<file path="src/rtl/push_pull_fifo_gen2_if.sv">
// Push/pull handshake bundle for push_pull_fifo_gen2.
// The level and watermark signals exist only when PPFIFO_LEVEL_EN is defined.
interface push_pull_fifo_gen2_if #(
  parameter int FIFO_WORD_SIZE    = 8,
  parameter int FIFO_POINTER_BITS = 2
);
  logic                      put_req;
  logic [FIFO_WORD_SIZE-1:0] put_value;
  logic                      put_ack;
  logic                      get_req;
  logic                      get_ack;
  logic [FIFO_WORD_SIZE-1:0] get_value;
`ifdef PPFIFO_LEVEL_EN
  logic [FIFO_POINTER_BITS:0] level;
  logic                       almost_full;
  logic                       almost_empty;

  modport master (output put_req, put_value, get_req,
                  input  put_ack, get_ack, get_value, level, almost_full, almost_empty);
  modport slave  (input  put_req, put_value, get_req,
                  output put_ack, get_ack, get_value, level, almost_full, almost_empty);
`else
  modport master (output put_req, put_value, get_req,
                  input  put_ack, get_ack, get_value);
  modport slave  (input  put_req, put_value, get_req,
                  output put_ack, get_ack, get_value);
`endif
endinterface

</file>
<file path="src/rtl/push_pull_fifo_gen2.sv">
// Circular-buffer FIFO with registered one-cycle put/get acks and an ack-gap rule.
// Define PPFIFO_LEVEL_EN to add the level counter and almost_full/almost_empty flags.
module push_pull_fifo_gen2 #(
  parameter int FIFO_WORD_SIZE    = 8,
  parameter int FIFO_POINTER_BITS = 2,
  parameter int AF_LEVEL          = (1 << FIFO_POINTER_BITS) - 1,
  parameter int AE_LEVEL          = 1
) (
  input  logic clock,
  input  logic reset,
  input  logic clear,
  push_pull_fifo_gen2_if.slave bus
);
  localparam int PB    = FIFO_POINTER_BITS;
  localparam int DEPTH = 1 << PB;
  localparam logic [PB:0] PTR_ONE = 1;

  logic [FIFO_WORD_SIZE-1:0] mem [DEPTH];
  logic [PB:0]               wr_ptr, rd_ptr;
  logic                      full, empty, put_fire, get_fire;

  // Extra MSB distinguishes full (wrap bits differ) from empty (identical).
  assign empty = (wr_ptr == rd_ptr);
  assign full  = (wr_ptr[PB] != rd_ptr[PB]) && (wr_ptr[PB-1:0] == rd_ptr[PB-1:0]);

  // A pending ack blocks the same port for one cycle; no pass-through between ports.
  assign put_fire = bus.put_req && !full  && !bus.put_ack && !clear;
  assign get_fire = bus.get_req && !empty && !bus.get_ack && !clear;

  always_ff @(posedge clock)
    if (put_fire) mem[wr_ptr[PB-1:0]] <= bus.put_value;

  always_ff @(posedge clock or posedge reset) begin
    if (reset) begin
      wr_ptr        <= '0;
      rd_ptr        <= '0;
      bus.put_ack   <= 1'b0;
      bus.get_ack   <= 1'b0;
      bus.get_value <= '0;
    end else if (clear) begin
      wr_ptr        <= '0;
      rd_ptr        <= '0;
      bus.put_ack   <= 1'b0;
      bus.get_ack   <= 1'b0;
      bus.get_value <= '0;
    end else begin
      if (put_fire) wr_ptr <= wr_ptr + PTR_ONE;
      if (get_fire) begin
        rd_ptr        <= rd_ptr + PTR_ONE;
        bus.get_value <= mem[rd_ptr[PB-1:0]];
      end
      bus.put_ack <= put_fire;
      bus.get_ack <= get_fire;
    end
  end

`ifdef PPFIFO_LEVEL_EN
  logic [PB:0] level_q;

  always_ff @(posedge clock or posedge reset) begin
    if (reset)      level_q <= '0;
    else if (clear) level_q <= '0;
    else            level_q <= level_q + {{PB{1'b0}}, put_fire} - {{PB{1'b0}}, get_fire};
  end

  assign bus.level        = level_q;
  assign bus.almost_full  = (int'(level_q) >= AF_LEVEL);
  assign bus.almost_empty = (int'(level_q) <= AE_LEVEL);
`endif
endmodule

</file>
<file path="src/flat_wrapper.sv">
// flat-port wrapper written by rule: the top's interface ports become plain ports
module push_pull_fifo_gen2_flat 
#(
  parameter int FIFO_WORD_SIZE    = 8,
  parameter int FIFO_POINTER_BITS = 2,
  parameter int AF_LEVEL          = (1 << FIFO_POINTER_BITS) - 1,
  parameter int AE_LEVEL          = 1
)
  (clock, reset, clear, bus_put_req, bus_put_value, bus_get_req, bus_put_ack, bus_get_ack, bus_get_value);
  push_pull_fifo_gen2_if #(.FIFO_WORD_SIZE(FIFO_WORD_SIZE), .FIFO_POINTER_BITS(FIFO_POINTER_BITS)) bus_i ();
  input  logic clock;
  input  logic reset;
  input  logic clear;
  input wire logic [$bits(bus_i.put_req)-1:0] bus_put_req;
  input wire logic [$bits(bus_i.put_value)-1:0] bus_put_value;
  input wire logic [$bits(bus_i.get_req)-1:0] bus_get_req;
  output wire logic [$bits(bus_i.put_ack)-1:0] bus_put_ack;
  output wire logic [$bits(bus_i.get_ack)-1:0] bus_get_ack;
  output wire logic [$bits(bus_i.get_value)-1:0] bus_get_value;
  assign bus_i.put_req = bus_put_req;
  assign bus_i.put_value = bus_put_value;
  assign bus_i.get_req = bus_get_req;
  assign bus_put_ack = bus_i.put_ack;
  assign bus_get_ack = bus_i.get_ack;
  assign bus_get_value = bus_i.get_value;
  push_pull_fifo_gen2 #(.FIFO_WORD_SIZE(FIFO_WORD_SIZE), .FIFO_POINTER_BITS(FIFO_POINTER_BITS), .AF_LEVEL(AF_LEVEL), .AE_LEVEL(AE_LEVEL)) u_core (.clock(clock), .reset(reset), .clear(clear), .bus(bus_i));
endmodule
</file>
<file path="config.mk">
export PLATFORM = sky130hd
export DESIGN_NAME = push_pull_fifo_gen2_flat
export DESIGN_NICKNAME = d
export VERILOG_FILES = /design/src/rtl/push_pull_fifo_gen2_if.sv /design/src/rtl/push_pull_fifo_gen2.sv /design/src/flat_wrapper.sv
export SDC_FILE = /design/constraint.sdc
export NUM_CORES = 1
export LEC_CHECK = 0
export CELL_PAD_IN_SITES_DETAIL_PLACEMENT = 0
export CELL_PAD_IN_SITES_GLOBAL_PLACEMENT = 1
export CORE_ASPECT_RATIO = 1.75
export CORE_MARGIN = 3
export CORE_UTILIZATION = 35
export CTS_CLUSTER_SIZE = 16
export DETAILED_ROUTE_END_ITERATION = 8
export PLACE_DENSITY_LB_ADDON = 0.3
export SYNTH_ARGS = -nofsm -noshare
export SYNTH_HDL_FRONTEND = slang
export SYNTH_SLANG_ARGS = --single-unit
</file>
<file path="constraint.sdc">
create_clock -name clock -period 1.8 [get_ports clock]
set_clock_uncertainty 0.15 [all_clocks]
set_input_delay 0.54 -clock clock [delete_from_list [all_inputs] [get_ports clock]]
set_output_delay 0.54 -clock clock [all_outputs]
set_load 0.01 [all_outputs]
</file>
==> results of run 1 <==
## sequential cells by signal, summed over array words and instances, names as in the netlist
signal / count
u_core.mem: 32
u_core.bus.get_value: 8
u_core.rd_ptr: 3
u_core.wr_ptr: 3
u_core.bus.get_ack: 1
u_core.bus.put_ack: 1
## cell usage after synthesis (2+ instances only)
| cell type | n | area (sq um) |
|---|---|---|
| nand2b_1 | 22 | 138 |
| and2_1 | 4 | 25.0 |
| nor2_1 | 5 | 18.8 |
| inv_1 | 4 | 15.0 |
| nand3_1 | 2 | 10.0 |
| nor2b_1 | 3 | 18.8 |
| xnor2_1 | 3 | 26.3 |
| mux2i_1 | 10 | 100 |
| xor2_2 | 2 | 32.5 |
| dfrtp_1 | 16 | 400 |
| ha_1 | 5 | 62.6 |
| edfxtp_1 | 32 | 961 |
| mux4_1 | 7 | 184 |
| clkbuf_1 | 3 | 11.3 |
## worst max-delay path, stage by stage, from the launching register on
cell      delay (ps)
dfrtp_1          440
xnor2_2          190
a311oi_4         400
and2_4           290
## logic make-up (layout without fill, tap and decap cells)
family                   count (synthesis)  count (layout)  share of synthesized area (%)
flip-flops                              48              48                           62.3
AND/OR/NAND/NOR                         40              40                           10.9
multiplexers                            20              20                           15.2
buffers and inverters                    9              54                           1.95
AO/OA/AOI/OAI                            8               8                           3.67
XOR/XNOR                                 6               6                           3.09
adder cells (fa/ha/maj)                  5               5                           2.86
## power breakdown
group          total, mW  internal (mW)  switching [mW]  leakage [nW]
clock              0.928          0.559           0.369        0.0687
sequential          1.27           1.24          0.0321         0.508
combinational      0.506          0.278           0.229         0.581
## metal layers
metal,global-route usage (%),vias up,wire length (um)
met4,5.12,0,77
met3,2.95,6,117
li1,-,587,-
met1,13.8,617,1550
met5,0,-,0
met2,22.1,19,2230
## cell type report
class | count | area [sq um] | area share (%)
flip-flops and latches | 48 | 1360 | 48.8
well taps | 78 | 97.6 | 3.50
clock inverters | 3 | 68.8 | 2.47
multi-input cells | 79 | 810 | 29.0
repair buffers | 42 | 368 | 13.2
inverters | 4 | 15.0 | 0.538
clock buffers | 5 | 68.8 | 2.47
## what timing repair did
item                       CTS  global route
buffers inserted             1             2
pin swaps                    2             4
gates resized for setup     17             1
setup endpoints to repair   42            34
## worst paths after layout
| check | endpoint | cells past startpoint | startpoint | slack, ps |
|---|---|---|---|---|
| max in group asynchronous | u_core.wr_ptr[0]$_DFFE_PP0P_ | 3 | reset | 920 |
| max | u_core.mem[2][1]$_DFFE_PP_ | 3 | u_core.wr_ptr[1]$_DFFE_PP0P_ | 50 |
| min | u_core.bus.get_value[3]$_DFFE_PP0P_ | 3 | reset | 390 |
| min in group clock | u_core.bus.get_value[1]$_DFFE_PP0P_ | 2 | u_core.bus.get_value[1]$_DFFE_PP0P_ | 390 |
| max reg2reg | u_core.mem[2][1]$_DFFE_PP_ | 3 | u_core.wr_ptr[1]$_DFFE_PP0P_ | 50 |
| min reg2reg | u_core.bus.get_value[1]$_DFFE_PP0P_ | 2 | u_core.bus.get_value[1]$_DFFE_PP0P_ | 390 |
==> impl_results.md, run 1 <==
- Seq/Total Area, Yosys: 62.3%
- Kind of critical path: flop to flop
- Number of global-route vias before repair: 1375
- Ratio of cells with drive above 1 in the final layout: 22.7%
- Fmax: 571 MHz
- Startpoint types: flop
- Core Footprint: 5970 sq um
- Final Cycle Share: 97.3%
- Top_reg_cell synth: edfxtp_1
- Yosys reg bits: 48
- FILL cells: 526
- Global-route wire length before repair: 6.84 mm
- Netlist cell types: 32
- Critical path fanouts, max: 8
- P&R area growth vs syn: 27.7%
- Synth warnings: 0
- Syn_nets: 154
- Syn Area/Cell: 16.1 sq um
- IO Count: 23
- Crit path DAT: 1610 ps
- Layout net count: 198
- Required @ worst endpoint: 1660 ps
- Status: completed
- Largest net degree at the start of global routing: 17
- Reg clk slew, reported paths: 90 ps
- Actual slew at the worst max-slew pin: 487 ps
- Commonest cells after routing, fill and taps aside: edfxtp_1 (32), nand2b_1 (22), buf_4 (19)
- Fin cells: 259
- Synth Instances: 136
- Setup_tns: 0 ps
- Post-Syn Area: 2180 sq um
- CTS tree: done
- Die Y: 111 um
- Final Util: 46.7%
- Setup violations, final: 0
- Worst skew pair latency: 300 ps
- Commonest non-fill, non-tap cell in the layout: edfxtp_1
- Die Footprint: 7260 sq um
- Worst min-delay path class: primary input to async pin
- Dpl cell area: 2610 sq um
- Ys async rst share: 33.3%
- Wirelength, routed: 3.97 mm
- Minimum clock period: 1750 ps
- Grt ovf: 0
- Slew Limit Fails: 0
- Ant. Diodes: 0
- Final ANT Viol Nets: 0
- Total power: 2.70 mW
- Pre-CTS setup slack: -545 ps
- Initial Util: 36.6%
- Final Instance Area: 2790 sq um
- Iteration-0 DRC Markers: 76
- WL per Instance: 15.3 um
- Initial antenna violation count: 0
- H-Tree Depth: 2
- Clock Path Buffers: 2
- Endpoint class of the critical path: flop
- DRC violations left: 0
- CTS Sinks: 48
- CTS buffer count: 5
- Dpl cells: 248
- RSZ-0062 raised after global routing: yes
- # rows: 37
- Die width: 65.7 um
- Post-synth EDFFs: 32
- Final hold vios: 0
- Via-to-Cell Ratio: 4.75
- Worst slew margin: 67.4%
- Input/output buffers: 22
- Peak supply drop: 0.542 mV
- GRT Overall Usage: 12.5%
- Power Density: 969 nW/um^2
- Worst Hold Margin: 388 ps
- Final WS setup: 49.2 ps
- Routability cong.: 0.762
- Leak pwr: 1.16 nW
- DP Wirelength: 3.00 mm
- CTS root buffer: clkbuf_8
- CTS Hold Bufs: 0
- Via count: 1229
- Max_cap viols: 0
- DR pass1 iterations: 4
Note: power is estimated with default switching activity, not from simulation.
==> run 2, diff against run 1 <==
ABC_CLOCK_PERIOD_IN_PS = 1800   (was not set)
==> results of run 2 <==
Final layout, timing and power as in run 1 (identical DEF).
==> RTL change (settings of run 2) <==
`FIFO_POINTER_BITS` is set to 2 in 3 places; all go to 1.
--- a/src/rtl/push_pull_fifo_gen2_if.sv
+++ b/src/rtl/push_pull_fifo_gen2_if.sv
@@ -2,7 +2,7 @@
 // The level and watermark signals exist only when PPFIFO_LEVEL_EN is defined.
 interface push_pull_fifo_gen2_if #(
   parameter int FIFO_WORD_SIZE    = 8,
-  parameter int FIFO_POINTER_BITS = 2
+  parameter int FIFO_POINTER_BITS = 1
 );
   logic                      put_req;
   logic [FIFO_WORD_SIZE-1:0] put_value;
--- a/src/rtl/push_pull_fifo_gen2.sv
+++ b/src/rtl/push_pull_fifo_gen2.sv
@@ -2,7 +2,7 @@
 // Define PPFIFO_LEVEL_EN to add the level counter and almost_full/almost_empty flags.
 module push_pull_fifo_gen2 #(
   parameter int FIFO_WORD_SIZE    = 8,
-  parameter int FIFO_POINTER_BITS = 2,
+  parameter int FIFO_POINTER_BITS = 1,
   parameter int AF_LEVEL          = (1 << FIFO_POINTER_BITS) - 1,
   parameter int AE_LEVEL          = 1
 ) (
--- a/src/flat_wrapper.sv
+++ b/src/flat_wrapper.sv
@@ -2,7 +2,7 @@
 module push_pull_fifo_gen2_flat 
 #(
   parameter int FIFO_WORD_SIZE    = 8,
-  parameter int FIFO_POINTER_BITS = 2,
+  parameter int FIFO_POINTER_BITS = 1,
   parameter int AF_LEVEL          = (1 << FIFO_POINTER_BITS) - 1,
   parameter int AE_LEVEL          = 1
 )
Behaviour: not the same (Yosys sat finds a counterexample within 10 cycles, from zero or initial values and one cycle with reset high).
==> RTL change against run 2 <==
- design area down 30%
- setup slack lost 0.032 ns
- via count is 29% lower
- sequential cell count shrank 18
- area after synthesis fell by 39%
- die area is 37% lower
- global-route usage grew 0.56 points
- clock power decreased by 14%
- maximum frequency down 1.8%
- power down 9.3%
- first-iteration DRC count down 71%
- utilization increased by 7.4 points
- routed wire length decreased by 36%
- critical path type is now primary input to flop
- largest cell class unchanged
- largest power group unchanged
==> RTL change: results (changes against run 2) <==
DP HPWL 1.772 mm (-41%); Slew @ Worst Pin 0.2588 ns (-0.2283 ns); commonest cells in the netlist a211oi_1, edfxtp_1, dfrtp_1, inv_1, mux2_2; worst r2r src u_core.rd_ptr[1]; max reg flops 16 (-50%); post-DR vias/cell 4.791 (+0.97%); FF-to-FF End u_core.wr_ptr[0]; leakage 0.0008035 uW (-31%); NonClk Buf Share 20.03% (+6.8 points); top cells by area, synth edfxtp_1, dfrtp_1, a211oi_1; Clock buf/inv share 6.760% (+1.8 points); R2R cell count 5 (+2); 1st-pass router iterations 2 (-2); number of setup buffers added after CTS 0 (-1); Avg Synthesized Cell Area 13.82 sq um (-14%); All-Layer GR Usage 13.06% (+0.56 points); Ys Warns 0 (unchanged); Crit-path slowest cell clkdlybuf4s50_1; Top delay family on crit path buffers and inverters; fraction of area in multi-input gates 26.02% (-3.0 points); vias in the first global route 873 (-37%); DRT iter0 DRCs 22 (-71%); Multi-input comb cells 49 (-38%); Netlist cell types 23 (-28%); placed instance count 172 (-31%); fin nets 148 (-25%); IR drop worst, VDD 0.8226 mV (+52%); R2R setup slack 0.14 ns (+0.09 ns); largest net degree at the start of global routing 15 (-2); Antenna Diode Count 0 (unchanged); global-route wire length before repair 4.319 mm (-37%); Seq/total area 42.35% (-6.5 points); number of flops mapped to enable cells by yosys 16 (-50%); Non-clk invs 10 (+6); layout cells sized above 1 39.71% (+17 points); WP data arrival 1.80 ns (+0.19 ns); period utilization 99.02% (+1.8 points); Hold Path Class flop to flop; post-DR wirelength/cell 14.03 microns (-8.5%); status finished, final reports clean; latest clock arrival within the worst-skew pair 0.28 ns (-0.02 ns); Syn Nets 109 (-29%); fill cell count 310 (-41%); clk slew on worst S/H paths 0.07 ns (-0.02 ns); Worst Path Max Fanout 4 (-4); Synth Register Bits 30 (-38%); bufs w/o clock 39 (-7.1%); GRT met1 Usage 14.49% (+0.67 points); post-synthesis sequential area ratio 62.64% (+0.33 points); routing usage on met2 21.27% (-0.85 points); Hold Startpoint u_core.bus.get_value[5]; fraction of registers with async set or reset after synthesis 46.67% (+13 points); GPL Wtd Cong 0.7363 (-3.4%); worst slack, placed -0.4020 ns (+0.1430 ns); Routed WL 2.553 mm (-36%); grt met3 use 4.631% (+1.7 points)
[RTL change: power by group]
group | internal, uW | switching, uW
registers | 824 | 49.2
logic | 420 | 362
clock network | 547 | 248
total | 1790 | 659
[RTL change: metrics by stage]
step / instance area (sq um) / power (uW) / utilization (%) / hold WS [ns] / TNS, ns
after floorplan: 1349 / 1288 / - / 0.2792 / 0
after global placement: 1715 / 1554 / 47.28 / 0.3601 / -9.294
after detailed placement: 1715 / 1569 / 47.28 / 0.3653 / -9.627
after CTS: 1864 / 2369 / 51.38 / 0.3730 / -0.07066
after global routing: 1962 / 2590 / 54.07 / 0.4186 / -0.004959
final: 1962 / 2451 / 54.07 / 0.3834 / 0
[RTL change: tightest hold or removal path, cell delays in order (launching register included)]
cell and delay, ns:
dfrtp_1 0.37, inv_1 0.06, a211oi_2 0.06
[RTL change: kinds of logic after synthesis]
kind of cell    count (synthesis)  share of synthesized area [%]
compound gates                 20                          11.51
xor+xnor                        3                          2.548
buf+inv                        17                          7.452
flops                          30                          62.64
mux                            12                          10.47
simple gates                   14                          5.377
[RTL change: worst max path at each step]
stage               slack, ns  cells past startpoint                 endpoint        start
global placement        -0.39                      5         u_core.mem[1][7]  bus_put_req
CTS                    -0.009                      5  u_core.bus.get_value[0]  bus_get_req
finish                   0.02                      4         u_core.rd_ptr[0]  bus_get_req
global route           -0.004                      5  u_core.bus.get_value[0]  bus_get_req
detailed placement      -0.40                      5         u_core.mem[1][1]  bus_put_req
floorplan                0.06                      5         u_core.rd_ptr[0]  bus_get_req
[RTL change: per-layer routing]
layer | part of all wire [%] | wire (microns)
met5 | 0 | 0
met3 | 3.8 | 98
met4 | 1.3 | 34
met1 | 37 | 957
met2 | 57 | 1462
